===== src/rtl/mmio_pkg.sv =====
// Shared types and constants for the MMIO interconnect: FSM states, error flag
// bit positions and status-register offsets.
package mmio_pkg;

    typedef enum logic [1:0] {
        IDLE = 2'd0,
        WAIT = 2'd1,
        RESP = 2'd2
    } state_t;

    localparam int ERR_UNMAPPED_BIT = 0;
    localparam int ERR_TIMEOUT_BIT  = 1;

    localparam logic [11:0] STAT_FLAGS = 12'h0;
    localparam logic [11:0] STAT_ADDR  = 12'h4;
    localparam logic [11:0] STAT_COUNT = 12'h8;

endpackage


===== src/rtl/mmio_status_regs.sv =====
// Sticky error flags, last faulting address and saturating error counter,
// exposed through the interconnect's internal status region.
module mmio_status_regs
    import mmio_pkg::*;
#(
    parameter int ADDR_W     = 32,
    parameter int REGION_LSB = 12
) (
    input  logic                  clk,
    input  logic                  reset_n_i,
    input  logic                  set_unmapped_i,
    input  logic                  set_timeout_i,
    input  logic [ADDR_W-1:0]     err_addr_i,
    input  logic                  wr_en_i,
    input  logic [REGION_LSB-1:0] off_i,
    input  logic                  wr_mask0_i,
    input  logic [1:0]            wr_clr_i,
    output logic [31:0]           rd_data_o
);

    logic [1:0]        flags_q, flags_d;
    logic [ADDR_W-1:0] err_addr_q, err_addr_d;
    logic [7:0]        count_q, count_d;

    always_comb begin
        flags_d    = flags_q;
        err_addr_d = err_addr_q;
        count_d    = count_q;

        if (wr_en_i && off_i == REGION_LSB'(STAT_FLAGS) && wr_mask0_i) begin
            flags_d = flags_q & ~wr_clr_i;
        end
        if (wr_en_i && off_i == REGION_LSB'(STAT_COUNT)) begin
            count_d = 8'h00;
        end

        // Error set is applied last so it overrides a clear on the same edge.
        if (set_unmapped_i) begin
            flags_d[ERR_UNMAPPED_BIT] = 1'b1;
        end
        if (set_timeout_i) begin
            flags_d[ERR_TIMEOUT_BIT] = 1'b1;
        end
        if (set_unmapped_i || set_timeout_i) begin
            err_addr_d = err_addr_i;
            if (count_q != 8'hFF) begin
                count_d = count_q + 8'h01;
            end
        end
    end

    always_comb begin
        rd_data_o = 32'h0;
        if (off_i == REGION_LSB'(STAT_FLAGS)) begin
            rd_data_o = {30'h0, flags_q};
        end else if (off_i == REGION_LSB'(STAT_ADDR)) begin
            rd_data_o = 32'(err_addr_q);
        end else if (off_i == REGION_LSB'(STAT_COUNT)) begin
            rd_data_o = {24'h0, count_q};
        end
    end

    always_ff @(posedge clk) begin
        if (!reset_n_i) begin
            flags_q    <= '0;
            err_addr_q <= '0;
            count_q    <= '0;
        end else begin
            flags_q    <= flags_d;
            err_addr_q <= err_addr_d;
            count_q    <= count_d;
        end
    end

endmodule


===== src/rtl/mmio_interconnect.sv =====
// CPU-to-peripheral bus fabric: region decode, per-slave req/ready handshake with
// timeout abort, unmapped-access trapping and an internal status region.
module mmio_interconnect
    import mmio_pkg::*;
#(
    parameter int NUM_SLAVES     = 4,
    parameter int ADDR_W         = 32,
    parameter int REGION_LSB     = 12,
    parameter int REGION_W       = 4,
    parameter int STATUS_REGION  = 15,
    parameter int TIMEOUT_CYCLES = 255
) (
    input  logic                     clk,
    input  logic                     reset_n_i,
    input  logic                     req_i,
    input  logic [ADDR_W-1:0]        addr_i,
    input  logic                     we_i,
    input  logic [3:0]               wr_mask_i,
    input  logic [31:0]              wdata_i,
    output logic [31:0]              rdata_o,
    output logic                     ready_o,
    output logic                     err_o,
    output logic                     busy_o,
    output logic [NUM_SLAVES-1:0]    sl_sel_o,
    output logic                     sl_we_o,
    output logic [REGION_LSB-1:0]    sl_addr_o,
    output logic [3:0]               sl_wmask_o,
    output logic [31:0]              sl_wdata_o,
    input  logic [32*NUM_SLAVES-1:0] sl_rdata_i,
    input  logic [NUM_SLAVES-1:0]    sl_ready_i
);

    localparam int CNT_W = $clog2(TIMEOUT_CYCLES + 1);

    state_t                state_q, state_d;
    logic [CNT_W-1:0]      cnt_q, cnt_d;
    logic [NUM_SLAVES-1:0] sel_q, sel_d;
    logic                  we_q, we_d;
    logic [ADDR_W-1:0]     addr_q, addr_d;
    logic [3:0]            wmask_q, wmask_d;
    logic [31:0]           wdata_q, wdata_d;
    logic [31:0]           rdata_q, rdata_d;
    logic                  ready_q, ready_d;
    logic                  err_q, err_d;

    logic [REGION_W-1:0]   region;
    logic [31:0]           sel_rdata;
    logic [31:0]           stat_rdata;
    logic                  set_unmapped;
    logic                  set_timeout;
    logic                  stat_wr;
    logic [ADDR_W-1:0]     err_addr;

    assign region = addr_i[REGION_LSB+REGION_W-1:REGION_LSB];

    always_comb begin
        sel_rdata = 32'h0;
        for (int i = 0; i < NUM_SLAVES; i++) begin
            if (sel_q[i]) begin
                sel_rdata = sel_rdata | sl_rdata_i[32*i +: 32];
            end
        end
    end

    always_comb begin
        state_d      = state_q;
        cnt_d        = cnt_q;
        sel_d        = sel_q;
        we_d         = we_q;
        addr_d       = addr_q;
        wmask_d      = wmask_q;
        wdata_d      = wdata_q;
        rdata_d      = rdata_q;
        ready_d      = 1'b0;
        err_d        = 1'b0;
        set_unmapped = 1'b0;
        set_timeout  = 1'b0;
        stat_wr      = 1'b0;
        err_addr     = addr_q;

        unique case (state_q)
            IDLE: begin
                if (req_i) begin
                    we_d    = we_i;
                    addr_d  = addr_i;
                    wmask_d = wr_mask_i;
                    wdata_d = wdata_i;
                    if (int'(region) < NUM_SLAVES) begin
                        state_d = WAIT;
                        sel_d   = NUM_SLAVES'(1) << region;
                        cnt_d   = '0;
                    end else if (int'(region) == STATUS_REGION) begin
                        state_d = RESP;
                        ready_d = 1'b1;
                        stat_wr = we_i;
                        rdata_d = we_i ? 32'h0 : stat_rdata;
                    end else begin
                        state_d      = RESP;
                        ready_d      = 1'b1;
                        err_d        = 1'b1;
                        rdata_d      = 32'h0;
                        set_unmapped = 1'b1;
                        err_addr     = addr_i;
                    end
                end
            end
            WAIT: begin
                // Ready is tested before the timeout so a same-cycle ready wins.
                if ((sl_ready_i & sel_q) != '0) begin
                    state_d = RESP;
                    ready_d = 1'b1;
                    sel_d   = '0;
                    rdata_d = we_q ? 32'h0 : sel_rdata;
                end else if (cnt_q == CNT_W'(TIMEOUT_CYCLES - 1)) begin
                    state_d     = RESP;
                    ready_d     = 1'b1;
                    err_d       = 1'b1;
                    sel_d       = '0;
                    rdata_d     = 32'h0;
                    set_timeout = 1'b1;
                end else begin
                    cnt_d = cnt_q + CNT_W'(1);
                end
            end
            RESP: begin
                state_d = IDLE;
            end
            default: begin
                state_d = IDLE;
            end
        endcase
    end

    always_ff @(posedge clk) begin
        if (!reset_n_i) begin
            state_q <= IDLE;
            cnt_q   <= '0;
            sel_q   <= '0;
            we_q    <= 1'b0;
            addr_q  <= '0;
            wmask_q <= '0;
            wdata_q <= '0;
            rdata_q <= '0;
            ready_q <= 1'b0;
            err_q   <= 1'b0;
        end else begin
            state_q <= state_d;
            cnt_q   <= cnt_d;
            sel_q   <= sel_d;
            we_q    <= we_d;
            addr_q  <= addr_d;
            wmask_q <= wmask_d;
            wdata_q <= wdata_d;
            rdata_q <= rdata_d;
            ready_q <= ready_d;
            err_q   <= err_d;
        end
    end

    mmio_status_regs #(
        .ADDR_W     (ADDR_W),
        .REGION_LSB (REGION_LSB)
    ) u_status (
        .clk            (clk),
        .reset_n_i      (reset_n_i),
        .set_unmapped_i (set_unmapped),
        .set_timeout_i  (set_timeout),
        .err_addr_i     (err_addr),
        .wr_en_i        (stat_wr),
        .off_i          (addr_i[REGION_LSB-1:0]),
        .wr_mask0_i     (wr_mask_i[0]),
        .wr_clr_i       (wdata_i[1:0]),
        .rd_data_o      (stat_rdata)
    );

    assign rdata_o    = rdata_q;
    assign ready_o    = ready_q;
    assign err_o      = err_q;
    assign busy_o     = (state_q != IDLE);
    assign sl_sel_o   = sel_q;
    assign sl_we_o    = we_q;
    assign sl_addr_o  = addr_q[REGION_LSB-1:0];
    assign sl_wmask_o = wmask_q;
    assign sl_wdata_o = wdata_q;

endmodule


===== config.mk =====
export PLATFORM = sky130hd
export DESIGN_NAME = mmio_interconnect
export DESIGN_NICKNAME = d
export VERILOG_FILES = /design/src/rtl/mmio_pkg.sv /design/src/rtl/mmio_status_regs.sv /design/src/rtl/mmio_interconnect.sv
export SDC_FILE = /design/constraint.sdc
export NUM_CORES = 1
export LEC_CHECK = 0
export ABC_CLOCK_PERIOD_IN_PS = 1820
export BUFFER_PORTS_ARGS = -buffer_cell sky130_fd_sc_hd__buf_2
export CAP_MARGIN = 10
export CORE_AREA = 2 2 132 134
export DETAILED_ROUTE_END_ITERATION = 10
export DIE_AREA = 0 0 134 136
export PLACE_DENSITY = 0.76
export SYNTH_ARGS = -nofsm -noshare
export SYNTH_HDL_FRONTEND = slang
export SYNTH_SLANG_ARGS = --single-unit

===== constraint.sdc =====
create_clock -name clk -period 1.82 [get_ports clk]
set_input_delay 0.273 -clock clk [delete_from_list [all_inputs] [get_ports clk]]
set_output_delay 0.273 -clock clk [all_outputs]
set_load 0.02 [all_outputs]

==> impl_metrics.env <==
export IMPL_yosysTopAreaCell="dfxtp_1"
export IMPL_detail_route_antenna_nets=0
export IMPL_path_clk_slew_ns=0.06
export IMPL_grt_usage=0.257
export IMPL_core_um2=16900
export IMPL_seq_area_frac_synth=0.436
export IMPL_r2r_start="cnt_q[3]"
export IMPL_worstReg2RegEnd="cnt_q[0]"
export IMPL_whs_path_depth=3
export IMPL_hold_path_end="sl_wdata_o[15]"
export IMPL_htree_num_levels=4
export IMPL_grt_pass1_wl_mm=37.1
export IMPL_initial_core_util=0.432
export IMPL_hold_viol=0
export IMPL_crit_type="register to register"
export IMPL_synth_simple_area_share=0.156
export IMPL_hp_class="primary input to register"
export IMPL_fp_dieH_um=136
export IMPL_grt_max_degree=73
export IMPL_synth_area_um2=7300
export IMPL_gp_congestion=0.924
export IMPL_endpoint_kind="register"
export IMPL_min_from="wdata_i[15]"
export IMPL_skew_ns=0.0100
export IMPL_postCtsHoldBufs=0
export IMPL_rsz0062_at_grt="yes"
export IMPL_synth_most_common_cell="a21oi_1"
export IMPL_cts_num_sinks=159
export IMPL_hpwl_mm=16.7
export IMPL_fillerInstances=1500
export IMPL_grt_pass1_vias=7341
export IMPL_drtPass1Iterations=5
export IMPL_worst_pin_slew_ns=0.427
export IMPL_reg2regPathDepth=8
export IMPL_ios=292
export IMPL_setup_viol=0
export IMPL_finalWirelength_mm=24.7
export IMPL_synth_xor_area_frac=0.00120
export IMPL_cts_root_buffer="clkbuf_16"
export IMPL_syn_inst=902
export IMPL_synth_nets=1109
export IMPL_synth_ff_type="dfxtp_1"
export IMPL_die_x_um=134
export IMPL_holdWs_ns=0.0755
export IMPL_power_leakage_uw=0.00413
export IMPL_synth_top_family_by_area="compound AO/OA/AOI/OAI gates"
export IMPL_fmax_mhz=553
export IMPL_clock_path_buffers=2
export IMPL_synthTopCellsByCount="180 x a21oi_1, 159 x dfxtp_1, 155 x nand2_1"
export IMPL_drt_iter0_drc=618
export IMPL_cts_made_buffers=17
export IMPL_finalCritPeriodShare=0.993
export IMPL_synth_warnings=0
export IMPL_die_area_um2=18200
export IMPL_clock_latency_ns=0.43
export IMPL_grt_antenna_before_repair=3
export IMPL_synth_edf_count=0
export IMPL_nets=1400
export IMPL_via_per_inst=5.51
export IMPL_status="finished clean"
export IMPL_cts_tree="built"
export IMPL_final_util=0.598
export IMPL_async_flop_share=0
export IMPL_synthTopCellsByArea="dfxtp_1 44%, a21oi_1 12%, nand2_1 8.0%"
export IMPL_drive_gt1_frac=0.356
export IMPL_wl_per_cell_um=17.2
export IMPL_post_route_drc_count=0
export IMPL_rows=48
export IMPL_synth_top_area_frac=0.436
export IMPL_synth_avg_cell_area_um2=8.09
export IMPL_finalMaxSlewViolations=0
export IMPL_irDropWorstVdd_uv=588
export IMPL_drv_cap=0
export IMPL_muxShareOfSynthArea=0.0468
export IMPL_r2r_slack_ns=0.01
export IMPL_powerDensity_nw_per_um2=920
export IMPL_synth_adder_area_share=0.00514
export IMPL_synth_compound_area_frac=0.291
export IMPL_slew_headroom=0.715
export IMPL_cp_start_kind="register"
export IMPL_required_ns=2.16
export IMPL_fin_crit_ns=1.81
export IMPL_worstPathArrival_ns=2.15
export IMPL_area_growth_pct=38.4
export IMPL_synth_seq_cells=159
export IMPL_vias=7892
export IMPL_port_buffers=291
export IMPL_yosys_cell_types_count=54
export IMPL_worst_path_max_fanout=6
export IMPL_grt_overflow=0
==> layout make-up <==
| type | count | area (um^2) | area share |
|---|---|---|---|
| multi-input combinational | 646 | 3810 | 0.377 |
| sequential | 159 | 3190 | 0.316 |
| timing repair buffer | 364 | 2150 | 0.213 |
| clock buffer | 19 | 433 | 0.0429 |
| tap | 225 | 282 | 0.0279 |
| clock inverter | 13 | 213 | 0.0211 |
| inverter | 5 | 18.8 | 0.00186 |
| antenna | 2 | 5.00 | 0.000496 |
==> layout by cell type, fill, tap and decap left out, types with 5 or more instances in the layout <==
cell,n
a22oi_1,70
mux2i_1,33
nand3_1,9
o21ai_0,49
o21ai_1,9
buf_4,59
a21oi_1,177
clkbuf_16,18
nor3_1,10
nor2_1,18
nand4_1,7
dfxtp_2,6
a21o_1,9
nand2b_1,7
clkinv_4,5
dfxtp_1,153
buf_2,291
bufinv_16,5
nand2_1,154
buf_12,7
a211oi_1,11
a31oi_1,9
==> worst max-delay path: stages (launching register included) <==
cell             delay, ns
dfxtp_2               0.36
and4_4                0.23
nand4_1               0.11
buf_6                 0.16
a31oi_4               0.16
clkdlybuf4s15_2       0.28
buf_4                 0.13
o21ai_0               0.08
a21oi_1               0.20
==> what timing repair did <==
action | 4_1_cts | 5_1_grt
setup buffers | 2 | 4
gates cloned | 1 | 2
pin swaps | 1 | 9
endpoints found under the setup margin | 21 | 65
resized for setup | 6 | 35
==> state kept, by name, summed over array words and instances (netlist names), 4 cells and up <==
register	flops
u_status.count_q	8
sl_wmask_o	4
cnt_q	8
addr_q	32
sl_wdata_o	32
u_status.err_addr_q	32
sl_sel_o	4
rdata_o	32
==> stage by stage <==
| stage | instances | total power, uW | TNS, ns | setup slack, ns | area, um^2 |
|---|---|---|---|---|---|
| 6_report | 1433 | 9290 | 0 | 0.0119 | 10100 |
| 4_1_cts | 1425 | 9310 | -0.00834 | -0.00834 | 9900 |
| 3_3_place_gp | 1390 | 5330 | -0.648 | -0.134 | 9200 |
| 2_1_floorplan | 902 | 4730 | 0 | 0.0360 | 7310 |
| 3_5_place_dp | 1390 | 5370 | -0.816 | -0.139 | 9200 |
| 5_1_grt | 1433 | 9700 | -0.750 | -0.0931 | 10100 |
==> logic make-up after synthesis <==
family / after synthesis
buffers and inverters: 97
flip-flops: 159
AO/OA/AOI/OAI: 361
AND/OR/NAND/NOR: 247
XOR/XNOR: 1
adder cells (fa/ha/maj): 3
multiplexers: 34
==> per-layer routing <==
layer,vias to the layer above,wire length [um],GRT usage
met5,-,13,0
met3,35,2050,0.0708
met4,2,537,0.0999
met2,361,11700,0.434
met1,3655,10500,0.313
li1,3839,-,-
==> how the worst max path moves through the flow <==
stage	slack (ns)	end	startpoint	depth (start not counted)
2_1_floorplan	0.04	u_status.count_q[3]	sl_sel_o[0]	7
3_3_place_gp	-0.13	u_status.count_q[2]	addr_i[8]	7
3_5_place_dp	-0.14	u_status.count_q[5]	addr_i[8]	7
4_1_cts	-0.008	state_q[1]	cnt_q[3]	7
5_1_grt	-0.09	u_status.count_q[5]	sl_sel_o[1]	5
6_report	0.01	cnt_q[0]	cnt_q[3]	8
==> report_power, final <==
part / internal (uW) / switching (uW)
Combinational: 613 / 888
Clock: 2440 / 1450
Sequential: 3740 / 153
No activity file was read; power rests on OpenSTA's default activity.
